### src/rtl/vector_exec_controller.sv
// Vector execute controller: issues one instruction to the VFU, waits for completion, then merges the
// result with the old vd under v0 mask / vl (mask and tail undisturbed) and emits one register-file write.
module vector_exec_controller #(
  parameter int DATA_LEN    = 32,
  parameter int VECTOR_SIZE = 8,
  parameter int TIMEOUT     = 255
) (
  input  logic                            clk,
  input  logic                            rst,
  input  logic                            rdy_in,
  input  logic                            issue_valid,
  output logic                            issue_ready,
  input  logic [4:0]                      issue_vd,
  input  logic [2:0]                      issue_eew,
  input  logic                            issue_vm,
  input  logic [DATA_LEN-1:0]             issue_vl,
  input  logic [VECTOR_SIZE*DATA_LEN-1:0] issue_old_vd,
  input  logic [VECTOR_SIZE*DATA_LEN-1:0] issue_v0,
  output logic                            vfu_execute,
  input  logic [1:0]                      vfu_status,
  input  logic [VECTOR_SIZE*DATA_LEN-1:0] vfu_result,
  input  logic                            vfu_is_mask,
  output logic                            wb_en,
  output logic [4:0]                      wb_idx,
  output logic [VECTOR_SIZE*DATA_LEN-1:0] wb_data,
  output logic                            done,
  output logic                            err_timeout,
  output logic                            busy
);

  localparam int VLEN = VECTOR_SIZE * DATA_LEN;
  localparam int IW   = $clog2(VLEN + 1);
  localparam int AW   = $clog2(VLEN);
  localparam int CW   = $clog2(TIMEOUT + 1);

  // Status encoding shared with the VFU: NOP=0, WORKING=1, FINISHED=2.
  localparam logic [1:0] VEC_ALU_FINISHED = 2'd2;

  typedef enum logic [1:0] {S_IDLE, S_LAUNCH, S_WAIT, S_WB} state_t;

  state_t              state, state_nx;
  logic [4:0]          vd_q;
  logic [2:0]          eew_q;
  logic                vm_q;
  logic [DATA_LEN-1:0] vl_q;
  logic [VLEN-1:0]     old_q, v0_q;
  logic [CW-1:0]       wdog;
  logic [VLEN-1:0]     sel, merged;
  logic [IW-1:0]       vlmax, vl_eff, elem;

  wire vfu_finished = (vfu_status == VEC_ALU_FINISHED);

  // Element width is 8 << eew bits, so VLMAX = (VLEN/8) >> eew.
  always_comb begin
    vlmax  = IW'(VLEN / 8) >> eew_q;
    vl_eff = (vl_q < DATA_LEN'(vlmax)) ? IW'(vl_q) : vlmax;
    sel    = '0;
    elem   = '0;
    for (int b = 0; b < VLEN; b++) begin
      elem   = vfu_is_mask ? IW'(b) : IW'(b >> (3 + eew_q));
      sel[b] = (elem < vl_eff) && (vm_q || v0_q[elem[AW-1:0]]);
    end
    merged = (vfu_result & sel) | (old_q & ~sel);
  end

  // NOTE: state is updated with non-blocking assignments so every register samples pre-edge values.
  always_ff @(posedge clk or posedge rst) begin
    if (rst) begin
      state   <= S_IDLE;
      vd_q    <= '0;
      eew_q   <= '0;
      vm_q    <= 1'b0;
      vl_q    <= '0;
      old_q   <= '0;
      v0_q    <= '0;
      wdog    <= '0;
      wb_data <= '0;
    end else if (rdy_in) begin
      state <= state_nx;
      if (state == S_IDLE && issue_valid) begin
        vd_q  <= issue_vd;
        eew_q <= issue_eew;
        vm_q  <= issue_vm;
        vl_q  <= issue_vl;
        old_q <= issue_old_vd;
        v0_q  <= issue_v0;
      end
      if (state == S_LAUNCH) wdog <= '0;
      if (state == S_WAIT) begin
        if (vfu_finished) wb_data <= merged;
        else              wdog    <= wdog + 1'b1;
      end
    end
  end

  // NOTE: every output of this block gets a default first, so no path can infer a latch.
  always_comb begin
    state_nx    = state;
    err_timeout = 1'b0;
    case (state)
      S_IDLE:   if (issue_valid) state_nx = S_LAUNCH;
      S_LAUNCH: state_nx = S_WAIT;
      S_WAIT: begin
        if (vfu_finished) begin
          state_nx = S_WB;
        end else if (wdog == CW'(TIMEOUT - 1)) begin
          state_nx    = S_IDLE;
          err_timeout = rdy_in;
        end
      end
      S_WB:     state_nx = S_IDLE;
      default:  state_nx = S_IDLE;
    endcase
  end

  // Ready is withheld while frozen so a handshake can never be silently dropped.
  assign issue_ready = rdy_in && (state == S_IDLE);
  assign busy        = (state != S_IDLE);
  assign vfu_execute = rdy_in && (state == S_LAUNCH);
  assign done        = rdy_in && (state == S_WB);
  assign wb_en       = done && (vl_q != '0);
  assign wb_idx      = vd_q;

endmodule

### config.mk
export PLATFORM = sky130hd
export DESIGN_NAME = vector_exec_controller
export DESIGN_NICKNAME = d
export VERILOG_FILES = /design/src/rtl/vector_exec_controller.sv
export SDC_FILE = /design/constraint.sdc
export NUM_CORES = 2
export LEC_CHECK = 0
export BUFFER_PORTS_ARGS = -buffer_cell sky130_fd_sc_hd__buf_2
export CELL_PAD_IN_SITES_DETAIL_PLACEMENT = 1
export CELL_PAD_IN_SITES_GLOBAL_PLACEMENT = 1
export CORE_MARGIN = 10
export CORE_UTILIZATION = 27
export CTS_CLUSTER_DIAMETER = 30
export DETAILED_ROUTE_END_ITERATION = 10
export PLACE_DENSITY = 0.55
export SLEW_MARGIN = 20
export SYNTH_ARGS = -nofsm -noshare
export SYNTH_HDL_FRONTEND = slang
export SYNTH_SLANG_ARGS = --single-unit
export TNS_END_PERCENT = 20
### constraint.sdc
create_clock -name clk -period 24 [get_ports clk]
set_input_delay 2.4 -clock clk [delete_from_list [all_inputs] [get_ports clk]]
set_output_delay 2.4 -clock clk [all_outputs]
set_load 0.02 [all_outputs]
Word-level counts from Yosys, hierarchy flattened
Cells that the tools add are included.

word-level totals
  register bits after elaboration = 819
  input port bits = 816
  output and inout bits = 267
  logic and storage cells = 2,094

cells by class
  add/subtract/negate cells = 2
  order comparisons = 513
  eq/ne operators = 7
  shifts and indexed selects = 257
  mux-type cells = 779
  bitwise operators = 4
  reductions and logical operators = 523

operator list
  operator                number
  $shr A8 B32 Y9 const A  127
  $mux W9                 257
  $lt A8 B9 Y1 const B    256
  $lt A9 B9 Y1            256
  $bmux W1 S8             256
  $shr A7 B32 Y9 const A  64
  $shr A6 B32 Y9 const A  32
  $and A256 B256 Y256     2
  $shr A5 B32 Y9 const A  16
  $logic_and A1 B1 Y1     261
  $mux W1                 259
  $logic_or A1 B1 Y1      256
  $not A256 Y256          1
  $or A256 B256 Y256      1
  $shr A4 B32 Y9 const A  8
  $shr A3 B32 Y9 const A  4
  $shr A1 B32 Y9 const A  2
  $shr A2 B32 Y9 const A  2
  $lt A32 B9 Y1           1
  $reduce_bool A32 Y1     1
  $mux W8                 3
  $shr A6 B3 Y9 const A   1
  $shr A8 B4 Y9 const A   1
  $add A8 B1 Y8 const B   1
  12 further kinds        17

Logic depth before layout (Yosys ltp)
  depth after elaboration = 10
  depth in mapped cells = 28
  depth with buffers taken out = 19

Least setup slack after synthesis
Ideal clock, no wire load.

  path type = register to register
  start point = register eew_q[1]
  end point = register wb_data[240]
  library setup time = 131 ps
  data arrival time = 5,598 ps
  data required time = 23,869 ps
  slack = 18,271 ps
  stages on the path, launching flop included = 25
  buffers on the path = 7
  period minus slack after synthesis = 5,729 ps
  path through = dfrtp_1 buf_2 buf_2 inv_1 ha_1 buf_2 nor2b_1 buf_2 inv_1 buf_1 ha_1 a21oi_1 and4_1 o211a_1 buf_6 buf_2 mux2i_1 ha_1 nand2_1 nor2_1 and2_1 a221o_1 a211oi_1 mux2i_1 o21ai_1

on the way
  word-level cells in the longest chain between the ends = 10
  elaborated cells between the ends (all ways) = 15
  those cells by class = 1 x add/sub; 2 x order compare; 2 x shift; 4 x mux; 4 x bitwise; 2 x reduce/logical

ends and longest elaborated chain
  item                           RTL line  source
  start: declaration             43        logic [2:0] eew_q;
  start signal: assignment       82        eew_q <= issue_eew;
  $add A2 B3 Y4                  60        elem = vfu_is_mask ? IW'(b) : IW'(b >> (3 + eew_q));
  $shr A8 B32 Y9                 60
  $mux W9                        60
  $bmux W1 S8                    61        sel[b] = (elem < vl_eff) && (vm_q || v0_q[elem[AW-1:0]]);
  $mux W1 (implied by the code)  61
  $logic_or A1 B1 Y1             61
  $logic_and A1 B1 Y1 *          61
  $not A256 Y256                 63        merged = (vfu_result & sel) | (old_q & ~sel);
  $and A256 B256 Y256            63
  $or A256 B256 Y256 *           63
  end signal: assignment         90        if (vfu_finished) wb_data <= merged;
  end: declaration               25        output logic [VECTOR_SIZE*DATA_LEN-1:0] wb_data,

Mark *: on every way between the ends. The rest lies on a longest branch, timed or not. The select of a mux whose other input is x is not followed.
A chain may end at the register's enable or synchronous reset.

Worst setup path after layout
  start point = register eew_q[0]
  end point = register wb_data[222]

Same word-level chain as after synthesis.

==> impl_metrics.env <==
export IMPL_hold_path_class="register to register"
export IMPL_drcViolationCount=0
export IMPL_status="finished clean"
export IMPL_grt_pass1_vias=47800
export IMPL_r2r_cells=17
export IMPL_relSlewSlack_pct=14.1
export IMPL_rsz0062_at_grt="false"
export IMPL_ys_seq_area_share_pct=43.6
export IMPL_grt_total_usage_pct=26.2
export IMPL_post_place_ws_ns=15.72
export IMPL_r2r_start="eew_q[0]"
export IMPL_placed_cells=7768
export IMPL_instances_no_fill=8275
export IMPL_finClkSkew_ns=0.0932
export IMPL_maxCapViolations=0
export IMPL_portBuffers=1082
export IMPL_fin_crit_sh_pct=35.1
export IMPL_slew_viol_final=0
export IMPL_layout_common_cells="buf_2 (1,081), dfrtp_1 (817), mux2_2 (571), nand2_1 (525), o21ai_0 (345)"
export IMPL_die_y_um=437
export IMPL_post_cts_resized=0
export IMPL_critical_path_required_ns=24.69
export IMPL_setup_tns_ns=0
export IMPL_hold_buffers=0
export IMPL_clk_pin_slew_ns=0.05
export IMPL_async_flop_share_pct=100
export IMPL_grt_pass1_wl_mm=367
export IMPL_drive_gt1_share_pct=39.4
export IMPL_setup_violations=0
export IMPL_power_density_nw_per_um2=171
export IMPL_reg2reg_slack_ns=15.59
export IMPL_antenna_found_initial=166
export IMPL_path_cells="clkinv_1 > ha_1 > nor2b_1 > inv_1 > ha_1 > a21oi_1 > and4_1 > o211a_2 > buf_4 > o21a_1 > ha_1 > and2_1 > o2111a_1 > a21boi_0 > a311oi_1 > mux2i_1 > o21ai_0"
export IMPL_fin_crit_ns=8.41
export IMPL_grt_max_degree=192
export IMPL_die_area_um2=191000
export IMPL_viasPerCell=5.45
export IMPL_cts_tree="yes"
export IMPL_cts_made_buffers=241
export IMPL_detail_route_wl_per_cell_um=31.7
export IMPL_worstPathArrival_ns=9.10
export IMPL_wirelength_mm=262
export IMPL_ys_types=124
export IMPL_layout_setup_ws_ns=15.59
export IMPL_htree_levels=4
export IMPL_worstSetupPathType="register to register"
export IMPL_synth_area_leaders="dfrtp_1 (44%), mux2_2 (14%), mux2i_1 (7.1%), nand2_1 (4.2%), o21ai_0 (3.7%)"
export IMPL_cp_endpoint="wb_data[222]"
export IMPL_cp_slowest_cell="dfrtp_1"
export IMPL_ant_nets=0
export IMPL_syn_to_final_growth_pct=34.9
export IMPL_crit_top_cell="ha_1"
export IMPL_rows=153
export IMPL_synth_area_leader_cell="dfrtp_1"
export IMPL_first_pass_iters=5
export IMPL_core_region_area_um2=174000
export IMPL_detail_route_iter0_violations=3279
export IMPL_io_pins=1083
export IMPL_synth_main_ff_cell="dfrtp_1"
export IMPL_layout_commonest_cell="buf_2"
export IMPL_timing_fmax_mhz=119
export IMPL_synth_cells=4614
export IMPL_worst_pin_slew_ns=1.29
export IMPL_synth_edf_count=0
export IMPL_yosysWarningCount=8
export IMPL_gp_congestion=0.921
export IMPL_synth_area_um2=47100
export IMPL_rr_endpoint="wb_data[222]"
export IMPL_crit_path_start_kind="register"
export IMPL_clock_latency_ns=0.91
export IMPL_p_leak_uw=0.0285
export IMPL_end_kind="register"
export IMPL_root_buffer="clkbuf_16"
export IMPL_crit_path_start="eew_q[0]"
export IMPL_irDropWorstVdd_uv=92.9
export IMPL_dp_hpwl_mm=198
export IMPL_start_util_pct=27.1
export IMPL_die_width_um=437
export IMPL_cts_setup_buffers=0
export IMPL_via_count=45100
export IMPL_synth_top_area_share_pct=43.6
export IMPL_crit_fanout=22
export IMPL_final_util_pct=36.6
export IMPL_cts_sinks=819
export IMPL_synth_seq_cells=819
export IMPL_clock_path_buffers=3
export IMPL_grt_overflow=0
export IMPL_nets=6568
export IMPL_cpPeakStageDelay_ns=0.92
export IMPL_finalHoldViolations=0
export IMPL_synth_avg_cell_area_um2=10.2
[metal layers]
layer	wire, µm	vias up	global-route usage [%]
met1	103000	22800	31.0
met2	126000	2038	43.7
met5	736	-	0
met4	12500	108	11.8
li1	-	19400	-
met3	20200	713	7.87
[worst min-delay path by stage]
stage	start	end	cells after the start
global route	wb_data[28]	wb_data[28]	2
detailed placement	wb_data[234]	wb_data[234]	2
floorplan	v0_q[32]	v0_q[32]	1
finish	wb_data[253]	wb_data[253]	2
global placement	wb_data[237]	wb_data[237]	2
CTS	wb_data[28]	wb_data[28]	2
[synthesized netlist by cell type, types with 9 or more instances]
library cell,instances
a2111oi_0,9
a211oi_1,40
a21o_1,44
a21oi_1,232
a221o_1,9
a221oi_1,39
a22oi_1,15
a311oi_1,16
a31o_2,10
a31oi_1,48
and2_1,30
and3_1,23
buf_1,12
buf_2,42
buf_4,20
clkbuf_1,279
dfrtp_1,819
ha_1,64
inv_1,45
mux2_2,571
mux2i_1,335
mux4_2,39
nand2_1,526
nand2b_1,15
nand3_1,94
nand4_1,22
nor2_1,228
nor2b_1,15
nor3_1,81
nor3b_1,9
nor4_1,43
o2111ai_1,12
o211ai_1,75
o21a_1,23
o21ai_0,349
o21ai_1,46
o21bai_1,12
o221ai_1,56
o22ai_1,41
o31ai_1,14
o32ai_1,11
or2_2,9
[power by group]
part / switching, µW / total [µW] / internal, µW
Clock: 1010 / 3260 / 2250
Combinational: 3220 / 5000 / 1780
Sequential: 516 / 2590 / 2070
Total: 4750 / 10800 / 6100
[worst max-delay path, delay by kind of cell, from the launching register on]
family / cells / cell delay [ns]
multiplexers: 1 / 0.19
AND/OR/NAND/NOR: 3 / 1.06
adder cells (fa/ha/maj): 3 / 1.58
buffers and inverters: 3 / 1.53
AO/OA/AOI/OAI: 7 / 2.90
flip-flops: 1 / 0.92
[cell families after synthesis]
logic type	share of synthesized area [%]
AO/OA/AOI/OAI	16.6
AND/OR/NAND/NOR	11.3
multiplexers	22.9
flip-flops	43.6
buffers and inverters	3.82
adder cells (fa/ha/maj)	1.72
XOR/XNOR	0.149
other	0.00797
[through the flow]
stage               cell area (µm²)  power [µW]  hold WS (ns)
finish                        63500       10800         0.471
detailed placement            54800        7530         0.465
global placement              54800        7440         0.458
floorplan                     47100        5510         0.472
CTS                           63300       10900         0.474
global route                  63400       11400         0.497
[flip-flops by register name (all words and copies together), names as in the netlist]
signal	flops
eew_q	3
wb_idx	5
vm_q	1
old_q	256
wb_data	256
wdog	8
v0_q	256
vl_q	32
state	2
[cell type report]
cell class | count | area [µm²]
clock inverters | 123 | 1630
well taps | 2325 | 2910
multi-input cells | 3373 | 24900
fillers | 19700 | 110000
repair buffers | 1193 | 6320
clock buffers | 325 | 6880
inverters | 60 | 234
diodes | 57 | 143
flip-flops and latches | 819 | 20500
No activity file was read; power rests on OpenSTA's default activity.
